$ cat src/rtl/fox_packet_encoder.sv
// rtl/fox_packet_encoder.sv - field staging registers feeding a first-word-fall-through packet queue
module fox_packet_encoder #(
  parameter int COORD_BITS           = 1,
  parameter int MULTICAST_GROUP_BITS = 1,
  parameter int MATRIX_TYPE_BITS     = 1,
  parameter int MATRIX_COORD_BITS    = 8,
  parameter int MATRIX_ELEMENT_BITS  = 32,
  parameter int FIFO_DEPTH           = 4
) (
  input  logic                                 clk,
  input  logic                                 reset,
  input  logic [COORD_BITS-1:0]                x_coord_in,
  input  logic                                 x_coord_in_valid,
  input  logic [COORD_BITS-1:0]                y_coord_in,
  input  logic                                 y_coord_in_valid,
  input  logic [MULTICAST_GROUP_BITS-1:0]      multicast_group_in,
  input  logic                                 multicast_group_in_valid,
  input  logic                                 ready_flag_in,
  input  logic                                 ready_flag_in_valid,
  input  logic                                 result_flag_in,
  input  logic                                 result_flag_in_valid,
  input  logic [MATRIX_TYPE_BITS-1:0]          matrix_type_in,
  input  logic                                 matrix_type_in_valid,
  input  logic [MATRIX_COORD_BITS-1:0]         matrix_x_coord_in,
  input  logic                                 matrix_x_coord_in_valid,
  input  logic [MATRIX_COORD_BITS-1:0]         matrix_y_coord_in,
  input  logic                                 matrix_y_coord_in_valid,
  input  logic [MATRIX_ELEMENT_BITS-1:0]       matrix_element_in,
  input  logic                                 matrix_element_in_valid,
  input  logic                                 packet_complete_in,
  output logic                                 message_out_ready,
  output logic [2*COORD_BITS+MULTICAST_GROUP_BITS+2+MATRIX_TYPE_BITS+2*MATRIX_COORD_BITS+MATRIX_ELEMENT_BITS-1:0] packet_out,
  output logic                                 packet_out_valid,
  input  logic                                 packet_out_ready,
  output logic [$clog2(FIFO_DEPTH):0]          fifo_count,
  output logic [15:0]                          overflow_count
);

  localparam int PACKET_BITS = 2*COORD_BITS + MULTICAST_GROUP_BITS + 2 + MATRIX_TYPE_BITS
                             + 2*MATRIX_COORD_BITS + MATRIX_ELEMENT_BITS;
  localparam int PTR_BITS = $clog2(FIFO_DEPTH);
  localparam int CNT_BITS = PTR_BITS + 1;
  localparam logic [CNT_BITS-1:0] DEPTH_CNT = CNT_BITS'(FIFO_DEPTH);

  // staging registers
  logic [COORD_BITS-1:0]           x_reg, y_reg;
  logic [MULTICAST_GROUP_BITS-1:0] mg_reg;
  logic                            ready_flag_reg, result_flag_reg;
  logic [MATRIX_TYPE_BITS-1:0]     type_reg;
  logic [MATRIX_COORD_BITS-1:0]    mx_reg, my_reg;
  logic [MATRIX_ELEMENT_BITS-1:0]  elem_reg;

  // field values as seen by a commit this cycle (same-cycle writes bypass the register)
  logic [COORD_BITS-1:0]           x_next, y_next;
  logic [MULTICAST_GROUP_BITS-1:0] mg_next;
  logic                            ready_flag_next, result_flag_next;
  logic [MATRIX_TYPE_BITS-1:0]     type_next;
  logic [MATRIX_COORD_BITS-1:0]    mx_next, my_next;
  logic [MATRIX_ELEMENT_BITS-1:0]  elem_next;
  logic [PACKET_BITS-1:0]          packet_in;

  // queue state
  logic [PACKET_BITS-1:0] mem [FIFO_DEPTH];
  logic [PTR_BITS-1:0]    wr_ptr, rd_ptr;
  logic                   fifo_empty, fifo_full;
  logic                   pop, push_accept, drop;

  assign x_next           = x_coord_in_valid         ? x_coord_in         : x_reg;
  assign y_next           = y_coord_in_valid         ? y_coord_in         : y_reg;
  assign mg_next          = multicast_group_in_valid ? multicast_group_in : mg_reg;
  assign ready_flag_next  = ready_flag_in_valid      ? ready_flag_in      : ready_flag_reg;
  assign result_flag_next = result_flag_in_valid     ? result_flag_in     : result_flag_reg;
  assign type_next        = matrix_type_in_valid     ? matrix_type_in     : type_reg;
  assign mx_next          = matrix_x_coord_in_valid  ? matrix_x_coord_in  : mx_reg;
  assign my_next          = matrix_y_coord_in_valid  ? matrix_y_coord_in  : my_reg;
  assign elem_next        = matrix_element_in_valid  ? matrix_element_in  : elem_reg;

  assign packet_in = {x_next, y_next, mg_next, ready_flag_next, result_flag_next,
                      type_next, mx_next, my_next, elem_next};

  assign fifo_empty        = (fifo_count == '0);
  assign message_out_ready = (fifo_count < DEPTH_CNT);
  assign fifo_full         = !message_out_ready;
  assign packet_out_valid  = !fifo_empty;
  assign packet_out        = fifo_empty ? '0 : mem[rd_ptr];

  // a full queue still accepts a push when the head leaves in the same cycle
  assign pop         = !fifo_empty && packet_out_ready;
  assign push_accept = packet_complete_in && (!fifo_full || pop);
  assign drop        = packet_complete_in && fifo_full && !pop;

  // load each staged field on its own valid pulse; values persist across commits
  always_ff @(posedge clk or posedge reset) begin
    if (reset) begin
      x_reg           <= '0;
      y_reg           <= '0;
      mg_reg          <= '0;
      ready_flag_reg  <= 1'b0;
      result_flag_reg <= 1'b0;
      type_reg        <= '0;
      mx_reg          <= '0;
      my_reg          <= '0;
      elem_reg        <= '0;
    end else begin
      x_reg           <= x_next;
      y_reg           <= y_next;
      mg_reg          <= mg_next;
      ready_flag_reg  <= ready_flag_next;
      result_flag_reg <= result_flag_next;
      type_reg        <= type_next;
      mx_reg          <= mx_next;
      my_reg          <= my_next;
      elem_reg        <= elem_next;
    end
  end

  // queue storage; contents are qualified by fifo_count so they need no reset
  always_ff @(posedge clk) begin
    if (push_accept) mem[wr_ptr] <= packet_in;
  end

  // pointers and occupancy; power-of-two depth lets pointers wrap naturally
  always_ff @(posedge clk or posedge reset) begin
    if (reset) begin
      wr_ptr     <= '0;
      rd_ptr     <= '0;
      fifo_count <= '0;
    end else begin
      if (push_accept) wr_ptr <= wr_ptr + PTR_BITS'(1);
      if (pop)         rd_ptr <= rd_ptr + PTR_BITS'(1);
      case ({push_accept, pop})
        2'b10:   fifo_count <= fifo_count + CNT_BITS'(1);
        2'b01:   fifo_count <= fifo_count - CNT_BITS'(1);
        default: fifo_count <= fifo_count;
      endcase
    end
  end

  // count dropped packets, holding at the maximum
  always_ff @(posedge clk or posedge reset) begin
    if (reset) begin
      overflow_count <= '0;
    end else if (drop && (overflow_count != 16'hFFFF)) begin
      overflow_count <= overflow_count + 16'd1;
    end
  end

endmodule

$ cat config.mk
export PLATFORM = sky130hd
export DESIGN_NAME = fox_packet_encoder
export DESIGN_NICKNAME = d
export VERILOG_FILES = /design/src/rtl/fox_packet_encoder.sv
export SDC_FILE = /design/constraint.sdc
export NUM_CORES = 1
export LEC_CHECK = 0
export CORE_ASPECT_RATIO = 2
export CORE_MARGIN = 1
export CORE_UTILIZATION = 55
export CTS_CLUSTER_DIAMETER = 100
export CTS_CLUSTER_SIZE = 12
export DETAILED_ROUTE_END_ITERATION = 16
export HOLD_SLACK_MARGIN = 0.05
export MAX_ROUTING_LAYER = met4
export PLACE_DENSITY_LB_ADDON = 0.12
export REMOVE_ABC_BUFFERS = 1
export SYNTH_ARGS = -nofsm -noshare
export SYNTH_HDL_FRONTEND = slang
export SYNTH_SLANG_ARGS = --single-unit
$ cat constraint.sdc
create_clock -name clk -period 3.3 [get_ports clk]
set_clock_uncertainty 0.05 [all_clocks]
set_input_delay 0.495 -clock clk [delete_from_list [all_inputs] [get_ports clk]]
set_output_delay 0.495 -clock clk [all_outputs]
set_load 0.01 [all_outputs]
After elaboration in Yosys (flattened, before gate mapping)
Memories as Yosys holds them, arrays and structs flattened.
Index checks and enable logic that the tools add are counted.
Storage, ports and cells
  bits in writable memories: 216
  register bits: 77
  memories: 1
  bits of input ports: 67
Operators by class
  add/sub/neg operators: 5
  equality and inequality tests: 3
  reduce and logical (&&, ||, !) cells: 11
  magnitude comparators: 1
  multiplexer cells: 13
Memory list
  mem: depth 4, bits a word 54, read ports 1, clocked after memory_dff 0, write ports 1, RTL line 63  | logic [PACKET_BITS-1:0] mem [FIFO_DEPTH];
Operators with widths (number)
  54-bit 2-to-1 mux: 1
  32-bit 2-to-1 mux: 1
  16-bit by 1-bit adder with 16-bit output (second input constant): 1
  8-bit 2-to-1 mux: 2
  16-bit != test (second input constant): 1
  1-bit 2-to-1 mux: 8
  3-bit one-hot mux with 2 select lines: 1
  1-bit logical AND: 5
  2-bit by 1-bit adder with 2-bit output (second input constant): 2
  3-bit by 1-bit adder with 3-bit output (second input constant): 1
  1-bit logical NOT: 3
  3-bit logical NOT: 1
  3-bit less-than comparator (second input constant): 1
  3-bit by 1-bit subtractor with 3-bit output (second input constant): 1
  2-bit by 1-bit equality test with 1-bit output (second input constant): 1
  2-bit equality test (second input constant): 1
  2-bit nonzero test: 1
  1-bit logical OR: 1

Depth between registers and ports, before layout
Gate-level depths: netlist (run 1).
  depth in word-level cells: 7
  depth in mapped cells: 9
  depth with buffers taken out: 9

Worst setup path before layout (run 1)
Ideal clock, no wire load.
  path type: input to register
  from: input port packet_out_ready
  to: memory mem[0][0] (netlist bit), enable pin
  library setup time: 0.418 ns
  data required time: 2.832 ns
  cell stages on the path: 2
  arrival: 1.970 ns
  slack: 0.862 ns
  cell sequence: nand2b_1 and3_1
Between the ends
  word-level cells in the longest chain between the ends: 5
Ends and longest elaborated chain
  from (decl): RTL line 34  | input logic packet_out_ready,
  1-bit logical AND: RTL line 88  | assign pop = !fifo_empty && packet_out_ready;
  1-bit logical OR: RTL line 89  | assign push_accept = packet_complete_in && (!fifo_full || pop);
  1-bit logical AND: RTL line 89
  1-bit 2-to-1 mux: RTL line 119  | if (push_accept) mem[wr_ptr] <= packet_in;
  1-bit 2-to-1 mux (implied by the code): RTL line 119
  to (decl): RTL line 63
No other way between the ends.

Final worst setup path (run 1)
  from: register rd_ptr[1]
  to: output port packet_out[5]
Between the ends
  word-level cells in the longest chain between the ends: 2
Ends and longest elaborated chain
  from (decl): RTL line 64  | logic [PTR_BITS-1:0] wr_ptr, rd_ptr;
  from (signal assigned): RTL line 130  | if (pop) rd_ptr <= rd_ptr + PTR_BITS'(1);
  memory read 4 x 54 bit
  54-bit 2-to-1 mux: RTL line 85  | assign packet_out = fifo_empty ? '0 : mem[rd_ptr];
  to (decl): RTL line 32  | output logic [2*COORD_BITS+MULTICAST_GROUP_BITS+2+MATRIX_TYPE_BITS+2*MATRIX_COORD_BITS+MATRIX_ELEMENT_BITS-1:0 ...
No other way between the ends.

==> impl_metrics.env, run 1 <==
export IMPL_drt_total_wl_um=21800
export IMPL_synth_most_common_cell="edfxtp_1"
export IMPL_die_y_um=205
export IMPL_whs_ns=0.342
export IMPL_relSlewSlack=0.384
export IMPL_gp_congestion=0.783
export IMPL_worstReg2RegEnd="fifo_count[1]"
export IMPL_synth_warnings=0
export IMPL_coreArea_um2=20300
export IMPL_htree_levels=1
export IMPL_ys_seq_area_frac=0.741
export IMPL_finalSetupViolCount=0
export IMPL_cts_sink_count=293
export IMPL_grt_ovfl_total=0
export IMPL_synthTopCellsByArea="edfxtp_1, dfrtp_1, mux4_2"
export IMPL_seq_area_um2=8420
export IMPL_hpwl_um=13400
export IMPL_syn_to_final_growth_pct=23.1
export IMPL_synth_async_reset_ratio=0.263
export IMPL_avgSynthCellArea_um2=20.1
export IMPL_worstSkewPairLatency_ns=0.52
export IMPL_fin_setup_tns_ns=0
export IMPL_numPortBuffers=141
export IMPL_cts_root_buf="clkbuf_16"
export IMPL_status="complete, no violations"
export IMPL_synth_edff_count=216
export IMPL_viasPerCell=5.58
export IMPL_synth_common_cells="edfxtp_1, dfrtp_1, and2_1"
export IMPL_crit_path_start_kind="register"
export IMPL_crit_path_max_fanout=21
export IMPL_ir_worst_vdd_v=0.000894
export IMPL_antenna_found_initial=0
export IMPL_netlist_area_um2=11300
export IMPL_syn_instance_count=566
export IMPL_grt_max_degree=57
export IMPL_period_share=0.970
export IMPL_io_pins=142
export IMPL_fin_area_um2=14000
export IMPL_drc_errors=0
export IMPL_dieWidth_um=104
export IMPL_multi_input_area_um2=2810
export IMPL_drtAntennaViolNets=0
export IMPL_placed_area_um2=13200
export IMPL_synth_top_area_cell="edfxtp_1"
export IMPL_rr_worst_depth=6
export IMPL_largest_register_ffs=216
export IMPL_cts_setup_buffers=0
export IMPL_synth_seq_cells=293
export IMPL_synth_top_area_frac=0.571
export IMPL_grt_pass1_vias=6358
export IMPL_die_area_um2=21200
export IMPL_cts_buffer_depth=3
export IMPL_period_minus_slack_ns=3.20
export IMPL_initial_core_util=0.560
export IMPL_hold_viol=0
export IMPL_reg2reg_from="fifo_count[2]"
export IMPL_final_util=0.689
export IMPL_grt_pass1_wl_um=34600
export IMPL_tritoncts="yes"
export IMPL_track_usage=0.221
export IMPL_diodes=0
export IMPL_instances_no_fill=1013
export IMPL_drive_gt1_frac=0.226
export IMPL_min_path_type="in -> async"
export IMPL_routedWlPerCell_um=21.5
export IMPL_drt_iter0_drc=264
export IMPL_clk_pin_slew_worst_paths_ns=0.06
export IMPL_yosysUniqueCellTypes=37
export IMPL_rrSetupSlack_ns=0.90
export IMPL_postCtsHoldBufs=0
export IMPL_required_ns=2.75
export IMPL_dr_pass1_iters=6
export IMPL_rsz0062_at_grt="no"
export IMPL_end_kind="primary output"
export IMPL_max_slew_worst_pin_slew_ns=0.923
export IMPL_std_cell_rows=74
export IMPL_synth_ff_type="edfxtp_1"
export IMPL_numCtsBuffers=28
export IMPL_dp_cells=961
export IMPL_vias=5656
export IMPL_power_density_nw_per_um2=837
export IMPL_max_freq_mhz=312
export IMPL_fin_nets=799
export IMPL_p_leak_nw=4.91
export IMPL_fillers=1343
export IMPL_maxSlewViolCount=0
export IMPL_maxCapViolations=0
export IMPL_crit_type="reg -> out"
export IMPL_worstPathArrival_ns=2.66
==> what timing repair did <==
item | CTS | global route
setup endpoints to repair | 0 | 41
endpoints found under the hold margin | 0 | 0
gates resized for setup | 0 | 1
==> through the flow <==
| step | total power, mW | setup slack, ns |
|---|---|---|
| after global placement | 8.84 | 0.635 |
| after detailed placement | 8.95 | 0.488 |
| final | 11.7 | 0.0982 |
| after global routing | 12.2 | 0.0436 |
| after CTS | 11.9 | 0.00820 |
| after floorplan | 7.06 | -0.310 |
==> power breakdown <==
group / leakage (nW) / switching, mW / internal (mW) / total [mW]
clock: 0.388 / 1.25 / 1.64 / 2.89
combinational: 1.62 / 1.75 / 2.17 / 3.92
sequential: 2.90 / 0.238 / 4.65 / 4.89
total: 4.91 / 3.24 / 8.46 / 11.7
==> cells by family (layout without fill, tap and decap cells) <==
| family | count (synthesis) | after routing | share of synthesized area |
|---|---|---|---|
| fa+ha+maj | 7 | 7 | 0.00838 |
| xor+xnor | 19 | 19 | 0.0147 |
| simple gates | 99 | 99 | 0.0580 |
| flops | 293 | 293 | 0.741 |
| compound gates | 6 | 6 | 0.00375 |
| mux | 109 | 109 | 0.162 |
| buf+inv | 33 | 214 | 0.0122 |
==> cell type report <==
class,instances,area share
clock buffer,51,0.0578
timing repair buffer,154,0.112
inverter,8,0.00224
multi-input combinational,240,0.201
tap,266,0.0238
sequential,293,0.602
clock inverter,1,0.000627
==> critical path: stages (launching register included) <==
cell	delay (ns)
dfrtp_2	0.63
buf_4	0.42
mux4_2	0.40
and2_1	0.18
clkdlybuf4s50_1	0.47
==> layer usage <==
layer,vias up,track usage,share of wire
met3,31,0.0245,0.038
met5,-,-,0
met1,2959,0.257,0.39
met4,0,0.0621,0.018
met2,155,0.404,0.56
li1,2511,-,-
==> how the worst max path moves through the flow <==
| stage | startpoint | endpoint | slack (ns) | cells past startpoint |
|---|---|---|---|---|
| after floorplan | rd_ptr[0] | packet_out[0] | -0.31 | 2 |
| after global placement | rd_ptr[1] | packet_out[5] | 0.64 | 4 |
| after detailed placement | fifo_count[0] | fifo_count[1] | 0.49 | 6 |
| after CTS | fifo_count[0] | packet_out[11] | 0.008 | 3 |
| after global routing | rd_ptr[1] | packet_out[4] | 0.04 | 4 |
| final | rd_ptr[1] | packet_out[5] | 0.1 | 4 |
==> layout by cell type, fill, tap and decap left out, drive strengths merged, types with 2 or more instances in the layout <==
cell type	synthesis	layout
edfxtp	216	216
clkdlybuf4s50	0	140
dfrtp	77	77
and2	56	56
mux2	55	55
mux4	54	54
clkbuf	14	51
buf	11	14
xnor2	10	10
xor2	9	9
inv	8	8
nand4	8	8
nand2	7	7
ha	6	6
and3	6	6
o21ai	4	4
nor3	4	4
nand3	4	4
nor4	4	4
nor2	2	2
and4	2	2
Note: power is estimated with default switching activity, not from simulation.
==> inputs of run 2 (changes only) <==
Settings changed: CELL_PAD_IN_SITES_DETAIL_PLACEMENT set to 2, CELL_PAD_IN_SITES_GLOBAL_PLACEMENT set to 2, CORE_UTILIZATION 55 to 42.
Clock period 3.3 ns to 3.6 ns, I/O delays scaled along.
==> run 2 against run 1 <==
Compared with the run above: global-route usage decreased by 1.6 points; sequential cell count unchanged; sequential power decreased by 7.8%; die area increased by 30%; largest cell class unchanged; largest power group unchanged.
==> impl_metrics.env, run 2 (synthesis results as in run 1) <==
export IMPL_rsz0062_at_grt="no"
export IMPL_syn_to_final_growth_pct=23.7
export IMPL_viasPerCell=5.26
export IMPL_cpPeakStageDelay_ns=0.65
export IMPL_p_leak_nw=4.89
export IMPL_worstReg2RegEnd="fifo_count[2]"
export IMPL_hold_end="fifo_count[0]"
export IMPL_reg2reg_from="fifo_count[2]"
export IMPL_crit_path_max_fanout=22
export IMPL_grt_max_degree=78
export IMPL_maxCapViolations=0
export IMPL_combPwrFrac=0.338
export IMPL_cp_slowest_cell="dfrtp_4"
export IMPL_period_minus_slack_ns=3.34
export IMPL_cts_buffer_depth=3
export IMPL_required_ns=3.01
export IMPL_cts_root_buf="clkbuf_16"
export IMPL_hold_start="fifo_count[0]"
export IMPL_power_density_nw_per_um2=776
export IMPL_worstPathArrival_ns=2.75
export IMPL_numPortBuffers=141
export IMPL_worstSkewPairLatency_ns=0.54
export IMPL_track_usage=0.204
export IMPL_routedWlPerCell_um=24.0
export IMPL_cts_setup_buffers=0
export IMPL_switching_power_mw=3.13
export IMPL_drtAntennaViolNets=0
export IMPL_relSlewSlack=0.245
export IMPL_pre_cts_slack_ns=0.707
export IMPL_grt_pass1_vias=6929
export IMPL_coreArea_um2=26400
export IMPL_std_cell_rows=84
export IMPL_grt_ovfl_total=0
export IMPL_io_pins=142
export IMPL_maxSlewViolCount=0
export IMPL_tritoncts="yes"
export IMPL_crit_type="reg -> out"
export IMPL_max_freq_mhz=299
export IMPL_grt_pass1_wl_um=40900
export IMPL_diodes=0
export IMPL_drive_gt1_frac=0.221
export IMPL_setup_slack_ns=0.260
export IMPL_final_cell_mix="edfxtp_1, clkdlybuf4s50_1, dfrtp_1"
export IMPL_cts_resized=0
export IMPL_die_y_um=234
export IMPL_largest_register_ffs=216
export IMPL_dr_pass1_iters=4
export IMPL_hold_viol=0
export IMPL_finalSetupViolCount=0
export IMPL_grt_use_met2=0.385
export IMPL_postCtsHoldBufs=0
export IMPL_antenna_found_initial=0
export IMPL_drc_errors=0
export IMPL_clkPwrFrac=0.248
export IMPL_grt_busiest_layer="met2"
export IMPL_gp_congestion=0.715
export IMPL_p_seq_frac=0.414
export IMPL_fillers=2307
export IMPL_period_share=0.928
export IMPL_hold_depth=1
export IMPL_end_kind="primary output"
export IMPL_fin_nets=794
export IMPL_fin_setup_tns_ns=0
export IMPL_drt_total_wl_um=26000
export IMPL_p_int_mw=7.77
export IMPL_drt_iter0_drc=212
export IMPL_swShare=0.287
export IMPL_die_area_um2=27700
export IMPL_path_cells="buf_12 -> mux4_2 -> and2_1 -> clkdlybuf4s50_1"
export IMPL_ir_worst_vdd_v=0.000462
export IMPL_dieWidth_um=118
export IMPL_cts_sink_count=293
export IMPL_vias=5716
export IMPL_layout_commonest_cell="edfxtp_1"
export IMPL_hpwl_um=16300
export IMPL_min_path_type="reg -> reg"
export IMPL_rr_worst_depth=8
export IMPL_htree_levels=1
export IMPL_clk_pin_slew_worst_paths_ns=0.06
export IMPL_numCtsBuffers=28
export IMPL_crit_path_start_kind="register"
export IMPL_initial_core_util=0.430
export IMPL_status="complete, no violations"
export IMPL_max_slew_worst_pin_slew_ns=1.13
export IMPL_rrSetupSlack_ns=0.81
export IMPL_use_met3=0.0269
export IMPL_met1_usage=0.222
[run 2: cell types whose count changed in the layout (fill, tap and decap cells not counted), sizes merged]
| cell | change |
|---|---|
| buf | -5 |
| clkinv | -1 |
| inv | +1 |
[run 2: stage by stage]
step / total power [mW] / instance area (um2) / std cells / utilization / hold WS (ns)
floorplan: 6.47 / 11200 / 541 / - / 0.450
global placement: 8.21 / 13200 / 1034 / 0.501 / 0.451
detailed placement: 8.37 / 13200 / 1034 / 0.501 / 0.479
CTS: 11.1 / 14000 / 1086 / 0.532 / 0.490
global route: 11.4 / 14000 / 1086 / 0.532 / 0.511
finish: 10.9 / 14000 / 1086 / 0.532 / 0.482
[run 2: cell type report]
type / count / area, um2 / area share
sequential: 293 / 8420 / 0.599
timing repair buffer: 149 / 1540 / 0.110
clock buffer: 51 / 808 / 0.0576
inverter: 8 / 32.5 / 0.00232
multi-input combinational: 240 / 2800 / 0.200
tap: 344 / 430 / 0.0306
clock inverter: 1 / 8.76 / 0.000624
[run 2: power groups by stage]
stage / registers [mW] / clock network, mW / logic, mW
after CTS: 4.53 / 2.79 / 3.79
final: 4.51 / 2.70 / 3.68
after detailed placement: 4.59 / 0 / 3.78
after global routing: 4.57 / 2.88 / 3.97
after global placement: 4.53 / 0 / 3.68
after floorplan: 4.70 / 0 / 1.78
[run 2: critical path, delay by kind of cell, from the launching register on]
kind / cells / cell delay, ns
buffers and inverters: 2 / 0.77
AND/OR/NAND/NOR: 1 / 0.18
multiplexers: 1 / 0.58
flip-flops: 1 / 0.65
[run 2: worst max-delay path by stage]
stage	startpoint	end	slack [ns]
CTS	fifo_count[2]	packet_out[6]	0.17
global route	fifo_count[2]	packet_out[17]	0.14
floorplan	rd_ptr[0]	packet_out[0]	-0.05
finish	rd_ptr[0]	packet_out[8]	0.26
detailed placement	fifo_count[2]	fifo_count[2]	0.71
global placement	rd_ptr[0]	packet_out[8]	0.80
[run 2: routing by layer]
| layer | share of wire | wire (um) | vias to the layer above |
|---|---|---|---|
| li1 | - | - | 2500 |
| met1 | 0.37 | 9690 | 3049 |
| met2 | 0.57 | 14900 | 132 |
| met3 | 0.037 | 964 | 35 |
| met4 | 0.020 | 525 | 0 |
| met5 | 0 | 0 | - |
==> inputs of run 3 (changes only) <==
Settings changed: CORE_MARGIN 1 to 2, SLEW_MARGIN set to 20.
==> run 3 against run 2 <==
Compared with the run above: sequential share of layout area decreased by 0.17 points; routed wire length increased by 4.2%; first-iteration DRC count increased by 49%; die area increased by 2.6%; largest power group unchanged; highest routed layer unchanged.
==> impl_metrics.env, run 3 (synthesis results as in run 1) <==
export IMPL_postCtsHoldBufs=0
export IMPL_fillers=2383
export IMPL_tritoncts="yes"
export IMPL_power_density_nw_per_um2=776
export IMPL_die_area_um2=28400
export IMPL_worst_path_buf_inv=2
export IMPL_p_leak_nw=4.91
export IMPL_viasPerCell=5.23
export IMPL_final_cell_mix="edfxtp_1, clkdlybuf4s50_1, dfrtp_1"
export IMPL_cts_resized=0
export IMPL_path_cells="buf_12 -> mux4_2 -> and2_1 -> clkdlybuf4s50_1"
export IMPL_fin_nets=797
export IMPL_numCtsBuffers=28
export IMPL_worstSkewPairLatency_ns=0.53
export IMPL_final_util=0.525
export IMPL_track_usage=0.205
export IMPL_grt_pass1_vias=6852
export IMPL_coreArea_um2=26800
export IMPL_status="complete, no violations"
export IMPL_relSlewSlack=0.340
export IMPL_required_ns=3.01
export IMPL_max_slew_worst_pin_slew_ns=0.990
export IMPL_layout_commonest_cell="edfxtp_1"
export IMPL_worstReg2RegEnd="fifo_count[2]"
export IMPL_initial_core_util=0.423
export IMPL_largest_register_ffs=216
export IMPL_period_share=0.919
export IMPL_setup_slack_ns=0.292
export IMPL_grt_ovfl_total=0
export IMPL_crit_family="buffers and inverters"
export IMPL_fin_area_um2=14100
export IMPL_cts_root_buf="clkbuf_16"
export IMPL_worstPathArrival_ns=2.72
export IMPL_dieWidth_um=120
export IMPL_dp_cells=1041
export IMPL_hpwl_um=17800
export IMPL_dr_pass1_iters=4
export IMPL_drt_total_wl_um=27200
export IMPL_grt_pass1_wl_um=42500
export IMPL_drt_iter0_drc=316
export IMPL_finalSetupViolCount=0
export IMPL_total_power_mw=10.9
export IMPL_hold_viol=0
export IMPL_min_path_type="in -> async"
export IMPL_numPortBuffers=141
export IMPL_routedWlPerCell_um=24.9
export IMPL_drive_gt1_frac=0.224
export IMPL_cp_depth=4
export IMPL_io_pins=142
export IMPL_cp_slowest_cell="dfrtp_4"
export IMPL_instances_no_fill=1092
export IMPL_maxSlewViolCount=0
export IMPL_cts_setup_buffers=0
export IMPL_cts_buffer_depth=3
export IMPL_pre_cts_slack_ns=0.682
export IMPL_crit_path_max_fanout=22
export IMPL_cpPeakStageDelay_ns=0.68
export IMPL_maxCapViolations=0
export IMPL_rrSetupSlack_ns=1.07
export IMPL_max_freq_mhz=302
export IMPL_vias=5716
export IMPL_rsz0062_at_grt="no"
export IMPL_gp_congestion=0.762
export IMPL_reg2reg_from="fifo_count[2]"
export IMPL_std_cell_rows=85
export IMPL_rr_worst_depth=8
export IMPL_crit_type="reg -> out"
export IMPL_drtAntennaViolNets=0
export IMPL_die_y_um=236
export IMPL_syn_to_final_growth_pct=24.1
export IMPL_diodes=0
export IMPL_crit_path_start_kind="register"
export IMPL_cts_sink_count=293
export IMPL_antenna_found_initial=0
export IMPL_grt_max_degree=57
export IMPL_ir_worst_vdd_v=0.000443
export IMPL_htree_levels=1
export IMPL_placed_area_um2=13300
export IMPL_whs_ns=0.472
export IMPL_fin_setup_tns_ns=0
export IMPL_drc_errors=0
export IMPL_clk_pin_slew_worst_paths_ns=0.06
export IMPL_end_kind="primary output"
export IMPL_period_minus_slack_ns=3.31
==> run 3: metal layers <==
layer  vias to the layer above  GRT usage  part of all wire
met5                         -          -                 0
met3                        35     0.0267             0.033
met4                         0     0.0588             0.023
met1                      3058      0.222              0.35
li1                       2500          -                 -
met2                       123      0.388              0.59
==> run 3: worst max path at each step <==
stage / start / to / slack, ns
finish: rd_ptr[0] / packet_out[29] / 0.29
global route: rd_ptr[0] / packet_out[31] / 0.15
CTS: fifo_count[0] / packet_out[2] / 0.1
detailed placement: fifo_count[0] / packet_out[2] / 0.68
global placement: fifo_count[2] / packet_out[2] / 0.75
floorplan: rd_ptr[0] / packet_out[0] / -0.05
==> run 3: worst reg2reg max path, delay by kind of cell (launching register included) <==
| kind | cells | cell delay (ns) |
|---|---|---|
| AND/OR/NAND/NOR | 3 | 1.05 |
| adder cells (fa/ha/maj) | 2 | 0.58 |
| flip-flops | 1 | 0.44 |
| XOR/XNOR | 2 | 0.28 |
| buffers and inverters | 1 | 0.06 |
==> run 3: final cells by class <==
cell class / count / area [um2] / share of cell area
sequential: 293 / 8420 / 0.598
multi-input combinational: 240 / 2810 / 0.199
timing repair buffer: 152 / 1580 / 0.112
clock buffer: 50 / 805 / 0.0571
tap: 348 / 435 / 0.0309
inverter: 8 / 32.5 / 0.00231
clock inverter: 1 / 8.76 / 0.000622
==> run 3: where the power goes <==
group	leakage [nW]	internal, mW	switching [mW]
clock network	0.387	1.50	1.18
registers	2.90	4.27	0.288
logic	1.62	2.02	1.68
